**src/rtl/sig_edge_detect.sv**
```systemverilog
// Multi-channel edge detector: per-channel synchroniser, debounce filter,
// selectable edge qualification, sticky pending flag and wrapping event count.
module sig_edge_detect #(
  parameter int N           = 4,
  parameter int SYNC_STAGES = 2,
  parameter int DEBOUNCE    = 4,
  parameter int CNT_W       = 8
) (
  input  logic                 clk,
  input  logic                 rst,
  input  logic [N-1:0]         sig,
  input  logic [2*N-1:0]       mode,
  input  logic [N-1:0]         clr,
  output logic [N-1:0]         edge_pulse,
  output logic [N-1:0]         level,
  output logic [N-1:0]         pending,
  output logic                 any_pending,
  output logic [N*CNT_W-1:0]   count,
  output logic [1:0]           dbg_state
);

  localparam int DB_W   = (DEBOUNCE > 1) ? $clog2(DEBOUNCE) : 1;
  localparam int INIT_W = $clog2(SYNC_STAGES + 1);

  typedef enum logic [1:0] {
    ST_INIT = 2'd0,
    ST_LOAD = 2'd1,
    ST_RUN  = 2'd2
  } state_t;

  state_t              state, state_nxt;
  logic [INIT_W-1:0]   init_cnt, init_cnt_nxt;
  logic [N-1:0]        sync_q [SYNC_STAGES];
  logic [N-1:0]        s;

  // Block FSM: INIT lets the sync chains fill, LOAD adopts their value silently.
  always_ff @(posedge clk) begin
    if (rst) begin
      state    <= ST_INIT;
      init_cnt <= '0;
    end else begin
      state    <= state_nxt;
      init_cnt <= init_cnt_nxt;
    end
  end

  always_comb begin
    state_nxt    = state;
    init_cnt_nxt = init_cnt;
    case (state)
      ST_INIT: begin
        if (init_cnt == INIT_W'(SYNC_STAGES - 1)) begin
          state_nxt    = ST_LOAD;
          init_cnt_nxt = '0;
        end else begin
          init_cnt_nxt = init_cnt + INIT_W'(1);
        end
      end
      ST_LOAD: state_nxt = ST_RUN;
      ST_RUN:  state_nxt = ST_RUN;
      default: state_nxt = ST_INIT;
    endcase
  end

  assign dbg_state = state;

  always_ff @(posedge clk) begin
    if (rst) begin
      for (int k = 0; k < SYNC_STAGES; k++) sync_q[k] <= '0;
    end else begin
      sync_q[0] <= sig;
      for (int k = 1; k < SYNC_STAGES; k++) sync_q[k] <= sync_q[k-1];
    end
  end

  assign s = sync_q[SYNC_STAGES-1];

  for (genvar i = 0; i < N; i++) begin : g_ch
    logic             lvl_q;
    logic             pulse_q;
    logic             pend_q;
    logic [DB_W-1:0]  db_cnt;
    logic [CNT_W-1:0] cnt_q;
    logic             upd;
    logic             qual;

    // A level update happens only after DEBOUNCE consecutive differing samples.
    assign upd  = (state == ST_RUN) && (s[i] != lvl_q) && (db_cnt == DB_W'(DEBOUNCE - 1));
    assign qual = upd && ((s[i] && mode[2*i]) || (!s[i] && mode[2*i+1]));

    always_ff @(posedge clk) begin
      if (rst) begin
        lvl_q   <= 1'b0;
        pulse_q <= 1'b0;
        pend_q  <= 1'b0;
        db_cnt  <= '0;
        cnt_q   <= '0;
      end else begin
        pulse_q <= qual;
        if (state == ST_LOAD) begin
          lvl_q  <= s[i];
          db_cnt <= '0;
        end else if (state == ST_RUN) begin
          if (s[i] == lvl_q) begin
            db_cnt <= '0;
          end else if (db_cnt == DB_W'(DEBOUNCE - 1)) begin
            lvl_q  <= s[i];
            db_cnt <= '0;
          end else begin
            db_cnt <= db_cnt + DB_W'(1);
          end
        end
        // A qualifying edge beats a simultaneous clear.
        if (qual) begin
          pend_q <= 1'b1;
          cnt_q  <= clr[i] ? CNT_W'(1) : cnt_q + CNT_W'(1);
        end else if (clr[i]) begin
          pend_q <= 1'b0;
          cnt_q  <= '0;
        end
      end
    end

    assign level[i]                   = lvl_q;
    assign edge_pulse[i]              = pulse_q;
    assign pending[i]                 = pend_q;
    assign count[CNT_W*i +: CNT_W]    = cnt_q;
  end

  assign any_pending = |pending;

endmodule

```
**config.mk**
```make
export PLATFORM = sky130hd
export DESIGN_NAME = sig_edge_detect
export DESIGN_NICKNAME = d
export VERILOG_FILES = /design/src/rtl/sig_edge_detect.sv
export SDC_FILE = /design/constraint.sdc
export NUM_CORES = 1
export LEC_CHECK = 0
export ABC_AREA = 1
export CAP_MARGIN = 20
export CORE_ASPECT_RATIO = 2
export CORE_MARGIN = 2
export CORE_UTILIZATION = 50
export CTS_BUF_LIST = sky130_fd_sc_hd__clkbuf_16
export DETAILED_ROUTE_END_ITERATION = 10
export MAX_ROUTING_LAYER = met4
export PLACE_DENSITY = 0.78
export REMOVE_ABC_BUFFERS = 1
export SYNTH_ARGS = -nofsm -noshare
export SYNTH_HDL_FRONTEND = slang
export SYNTH_SLANG_ARGS = --single-unit
export TNS_END_PERCENT = 50
```
**constraint.sdc**
```tcl
create_clock -name clk -period 1.63 [get_ports clk]
set_input_delay 0.489 -clock clk [delete_from_list [all_inputs] [get_ports clk]]
set_output_delay 0.489 -clock clk [all_outputs]
set_load 0.05 [all_outputs]
```
# ---- After elaboration in Yosys (flattened, before gate mapping)
# Memories as Yosys holds them, arrays and structs flattened.
# Cells that the tools add are included.
dict set report word_totals {
  register_bits 56
  ram_bits 8
  out_inout_bits 47
  wordCells 151
  memories 1
}
dict set report op_classes {
  addsub 9
  n_eq_ne 20
  n_mux 52
  n_bitwise 2
  n_reduce_logical 45
}
# name words width read_ports rd_ports_with_merged_regs write_ports line
set memory_table {}
lappend memory_table {sync_q 2 4 2 0 2 33} ;# logic [N-1:0] sync_q [SYNC_STAGES];
# op count
set op_table {}
lappend op_table {{8-bit 2-to-1 mux} 12}
lappend op_table {{8-bit by 1-bit adder with 8-bit output, second input constant} 4}
lappend op_table {{1-bit 2-to-1 mux} 27}
lappend op_table {{1-bit logical AND} 20}
lappend op_table {{2-bit 2-to-1 mux} 10}
lappend op_table {{2-bit nonzero test} 9}
lappend op_table {{3-bit AND reduction} 4}
lappend op_table {{2-bit by 1-bit adder with 2-bit output, second input constant} 5}
lappend op_table {{2-bit == test, second input constant} 5}
lappend op_table {{4-bit 2-to-1 mux} 2}
lappend op_table {{2-bit inequality test, second input constant} 3}
lappend op_table {{1-bit == test} 4}
lappend op_table {{2-bit by 1-bit == test with 1-bit output, second input constant} 2}
lappend op_table {{1-bit zero test} 4}
lappend op_table {{1-bit logical OR} 4}
lappend op_table {{1-bit inequality test} 4}
lappend op_table {{2-bit by 1-bit inequality test with 1-bit output, second input constant} 2}
lappend op_table {{2-bit one-hot mux with 2 select lines} 1}
lappend op_table {{2-bit OR reduction} 2}
lappend op_table {{4-bit OR reduction} 1}
lappend op_table {{2-bit zero test} 1}
lappend op_table {{1-bit bitwise OR} 2}

# ---- Depth between registers and ports, before layout
dict set report depth {
  depth_word 5
  ltp_mapped 8
  ltp_nobuf 8
}

# ---- Worst setup path after synthesis
# No wires, ideal clock.
dict set report synth_timing {
  path_type {register to register}
  from {reg state[1], in the netlist dbg_state[1]}
  to {reg g_ch[3].cnt_q[1]}
  arrival_time_ns 1.644
  t_required_ns 1.514
  path_slack_ns -0.130
  path_stages_with_launch 8
  synth_period_minus_slack_ns 1.760
  path_cell_list {dfxtp_1 > ha_1 > nand3_1 > nor2_2 > buf_6 > inv_1 > nor2_1 > nor2_1}
}
dict set report synth_via {
  elab_chain_cells 5
}
# item line
set synth_rtl {}
lappend synth_rtl {{start: declaration} 31} ;# state_t state, state_nxt;
lappend synth_rtl {{start signal: assignment} 42} ;# state <= state_nxt;
lappend synth_rtl {{2-bit == test (*)} 88} ;# assign upd = (state == ST_RUN) && (s[i] != lvl_q) && (db_cnt == DB_W'(DEBOUNCE - 1));
lappend synth_rtl {{1-bit logical AND (*) (2 in a row)} 88}
lappend synth_rtl {{1-bit logical AND (*)} 89} ;# assign qual = upd && ((s[i] && mode[2*i]) || (!s[i] && mode[2*i+1]));
lappend synth_rtl {{8-bit 2-to-1 mux / 2-bit nonzero test (equally long branches)} n/a}
lappend synth_rtl {{end signal: assignment} 116} ;# cnt_q <= clr[i] ? CNT_W'(1) : cnt_q + CNT_W'(1);
lappend synth_rtl {{end: declaration} 83} ;# logic [CNT_W-1:0] cnt_q;
# Every way passes the cells marked *; elsewhere a longest branch is shown, timed or not.
# A chain may end at the register's enable or synchronous reset.

# ---- Worst setup path after layout
dict set report layout_timing {
  from {reg g_ch[3].pend_q}
  to {out any_pending}
}
dict set report layout_via {
  elab_chain_cells 1
}
# item line
set layout_rtl {}
lappend layout_rtl {{start: declaration} 81} ;# logic pend_q;
lappend layout_rtl {{start signal: assignment} 95} ;# pend_q <= 1'b0;
lappend layout_rtl {{start signal: assignment} 115} ;# pend_q <= 1'b1;
lappend layout_rtl {{start signal: assignment} 118} ;# pend_q <= 1'b0;
lappend layout_rtl {{4-bit OR reduction} 130} ;# assign any_pending = |pending;
lappend layout_rtl {{end: declaration} 17} ;# output logic any_pending,
# No other way between the ends.

==> run metrics <==
worst r2r src dbg_state[1]; final instance area 4630 um2; R2R setup slack 120 ps; Final Critical Period 1830 ps; WL per Instance 13.0 um; largest family of logic cells by synthesized area simple AND/OR/NAND/NOR gates; layout cell share with drive strength beyond 1 0.192; Routed Wire Length 7760 um; Reg clk slew, reported paths 50 ps; first-pass GRT wire length 12800 um; RSZ-0062 raised after global routing yes; Required @ worst endpoint 1140 ps; Detail Route Antenna Nets 0; distinct cell type count of the synthesized netlist 24; Seq/Total Area, Yosys 0.414; vias in the first global route 3125; tightest slew margin relative to the limit 0.654; P per Cell Area 908 nW/um2; I/O Buffers 64; final setup fails 1; #FFs+latches synth 64; Synth area leaders dfxtp_1 41%, nand2_1 13%, nor2_1 9.6%; die area 6870 um2; # diodes 0; start point of the worst hold path sync_q[0][0]; CTS Buf Count 9; Pins Over Slew Limit 0; io pins 65; peak supply drop 0.000716 V; H-tree depth 3; Worst-Margin Slew 518 ps; initial antenna violation count 0; Worst setup SP type flip-flop; leakage 2.05 nW; r2r worst-path depth 8; Syn Inst Count 449; first-pass iteration count of the detailed router 5; clk_lat worst skew 320 ps; fin util 0.770; Final Non-Filler Cells 599; RR Endpoint g_ch[1].lvl_q; die height 115 um; placed cells 582; initial drt markers 124; Ys Warns 0; clock skew 6.20 ps; top cell type by total area after synthesis dfxtp_1; DPL Wire Length 5780 um; DRC viols 0; status complete, but fails checks; via-per-instance ratio 5.15; failing checks setup timing; Synth Area in Simple Gates 0.336; WHS Path Cells 2; final period utilization 1.12; max_cap viols 0; Syn Area/Cell 6.89 um2; clk buf depth 2; Overflow after GRT 0; area share of the largest cell type after synthesis 0.414; crit path setup slack, layout -202 ps; CTS tree yes; clk sink count 64; Synth Area in Adders 0.0486; initial core utilization 0.515; CP Capture Type output port; via count 3086; post-synthesis mux area share 0; synthesized area 3090 um2; placed standard-cell area 4340 um2; HP Class reg -> reg; worst-path fanout max 2; Synth Area in Compound Gates 0.0789; Area growth, synth to finish 49.7%; GPL Wtd Cong 0.835; Core Region 6010 um2; clock root cell clkbuf_16; Synth Area in XOR/XNOR 0; Die X 59.6 um; sink of the worst hold path sync_q[0][4]; CP arrival 1340 ps; Nets 561; critical path type reg -> out; Cell Rows 40; largest net degree at the start of global routing 14; max frequency 0.546 GHz; Fill cells 409; Total GRT Usage 0.247; Final Hold Viols 0
## cells by family after synthesis
group / after synthesis
simple gates: 243
buf+inv: 82
flops: 64
compound gates: 48
fa+ha+maj: 12
## state kept, by name, summed over array words and instances (netlist names)
| register | count |
|---|---|
| g_ch.pend_q | 4 |
| g_ch.lvl_q | 4 |
| g_ch.pulse_q | 4 |
| sync_q | 8 |
| g_ch.db_cnt | 8 |
| dbg_state | 2 |
| g_ch.cnt_q | 32 |
| init_cnt | 2 |
## timing repair
item,CTS,global route
endpoints found under the hold margin,0,0
endpoints found under the setup margin,1,24
setup buffers,0,1
pin swaps,1,1
resized for setup,4,4
hold buffers,0,0
## metal layers
metal | share of wire | up-vias | GRT usage
met5 | 0 | - | -
met4 | 0.022 | 0 | 0.117
met3 | 0.029 | 12 | 0.0472
met2 | 0.59 | 76 | 0.462
met1 | 0.36 | 1431 | 0.228
li1 | - | 1567 | -
## cell usage after synthesis
cell type and n:
dfxtp_1 64, nand3_1 28, nand3_2 3, buf_6 3
nand2_1 105, nor2_1 79, or4_1 1, nor3b_1 2
nand2_2 3, ha_1 12, o21ai_2 1, nand3b_1 1
a21oi_1 33, or2_2 3, nor3_1 10, o21ai_0 14
buf_4 12, buf_2 2, inv_1 63, clkinv_1 1
nor2_2 2, nor2_4 2, buf_1 1, nand4_1 4
## report_power, final
part	total [mW]	leakage (nW)	switching, mW	internal [mW]
sequential	1.67	0.519	0.0455	1.63
clock	1.63	0.139	0.634	0.998
combinational	0.899	1.39	0.521	0.378
## layout make-up
type	count	area, um2	area share
flip-flops and latches	64	1280	0.277
inverters	64	240	0.0519
clock buffers	9	225	0.0487
multi-input cells	303	1450	0.313
well taps	63	78.8	0.0170
clock inverters	7	31.3	0.00676
repair buffers	89	1320	0.285
## critical path, stage by stage (launching register included)
cell and delay [ps]:
dfxtp_2 320, or4_4 520, buf_8 170
## layout by cell type, fill, tap and decap left out, types with 3 or more instances in the layout
master and instances:
a21oi_1 33, buf_12 48, buf_4 23, clkbuf_16 9, clkdlybuf4s50_1 17, clkinv_2 4, dfxtp_1 62, ha_1 11
inv_1 65, nand2_1 105, nand2_2 3, nand3_1 28, nand3_2 3, nand4_1 4, nor2_1 79, nor3_1 10
o21ai_0 13, or2_2 3
## how the worst max path moves through the flow
stage	from	depth (start not counted)	slack [ps]	end
after floorplan	dbg_state[1]	6	-230	g_ch[3].cnt_q[1]
after global placement	mode[2]	8	-160	g_ch[1].cnt_q[2]
after detailed placement	mode[3]	8	-210	g_ch[1].cnt_q[2]
after CTS	g_ch[3].pend_q	2	-200	any_pending
after global routing	g_ch[2].pend_q	2	-220	any_pending
final	g_ch[3].pend_q	2	-200	any_pending
## per-stage QoR
| stage | worst slack (ps) | hold WS, ps | TNS (ps) | power (mW) |
|---|---|---|---|---|
| floorplan | -226 | 388 | -3620 | 2.18 |
| global placement | -164 | 389 | -3390 | 2.54 |
| detailed placement | -206 | 397 | -4390 | 2.56 |
| CTS | -204 | 404 | -204 | 4.19 |
| global route | -220 | 430 | -220 | 4.36 |
| finish | -202 | 401 | -202 | 4.20 |
Note: power is estimated with default switching activity, not from simulation.
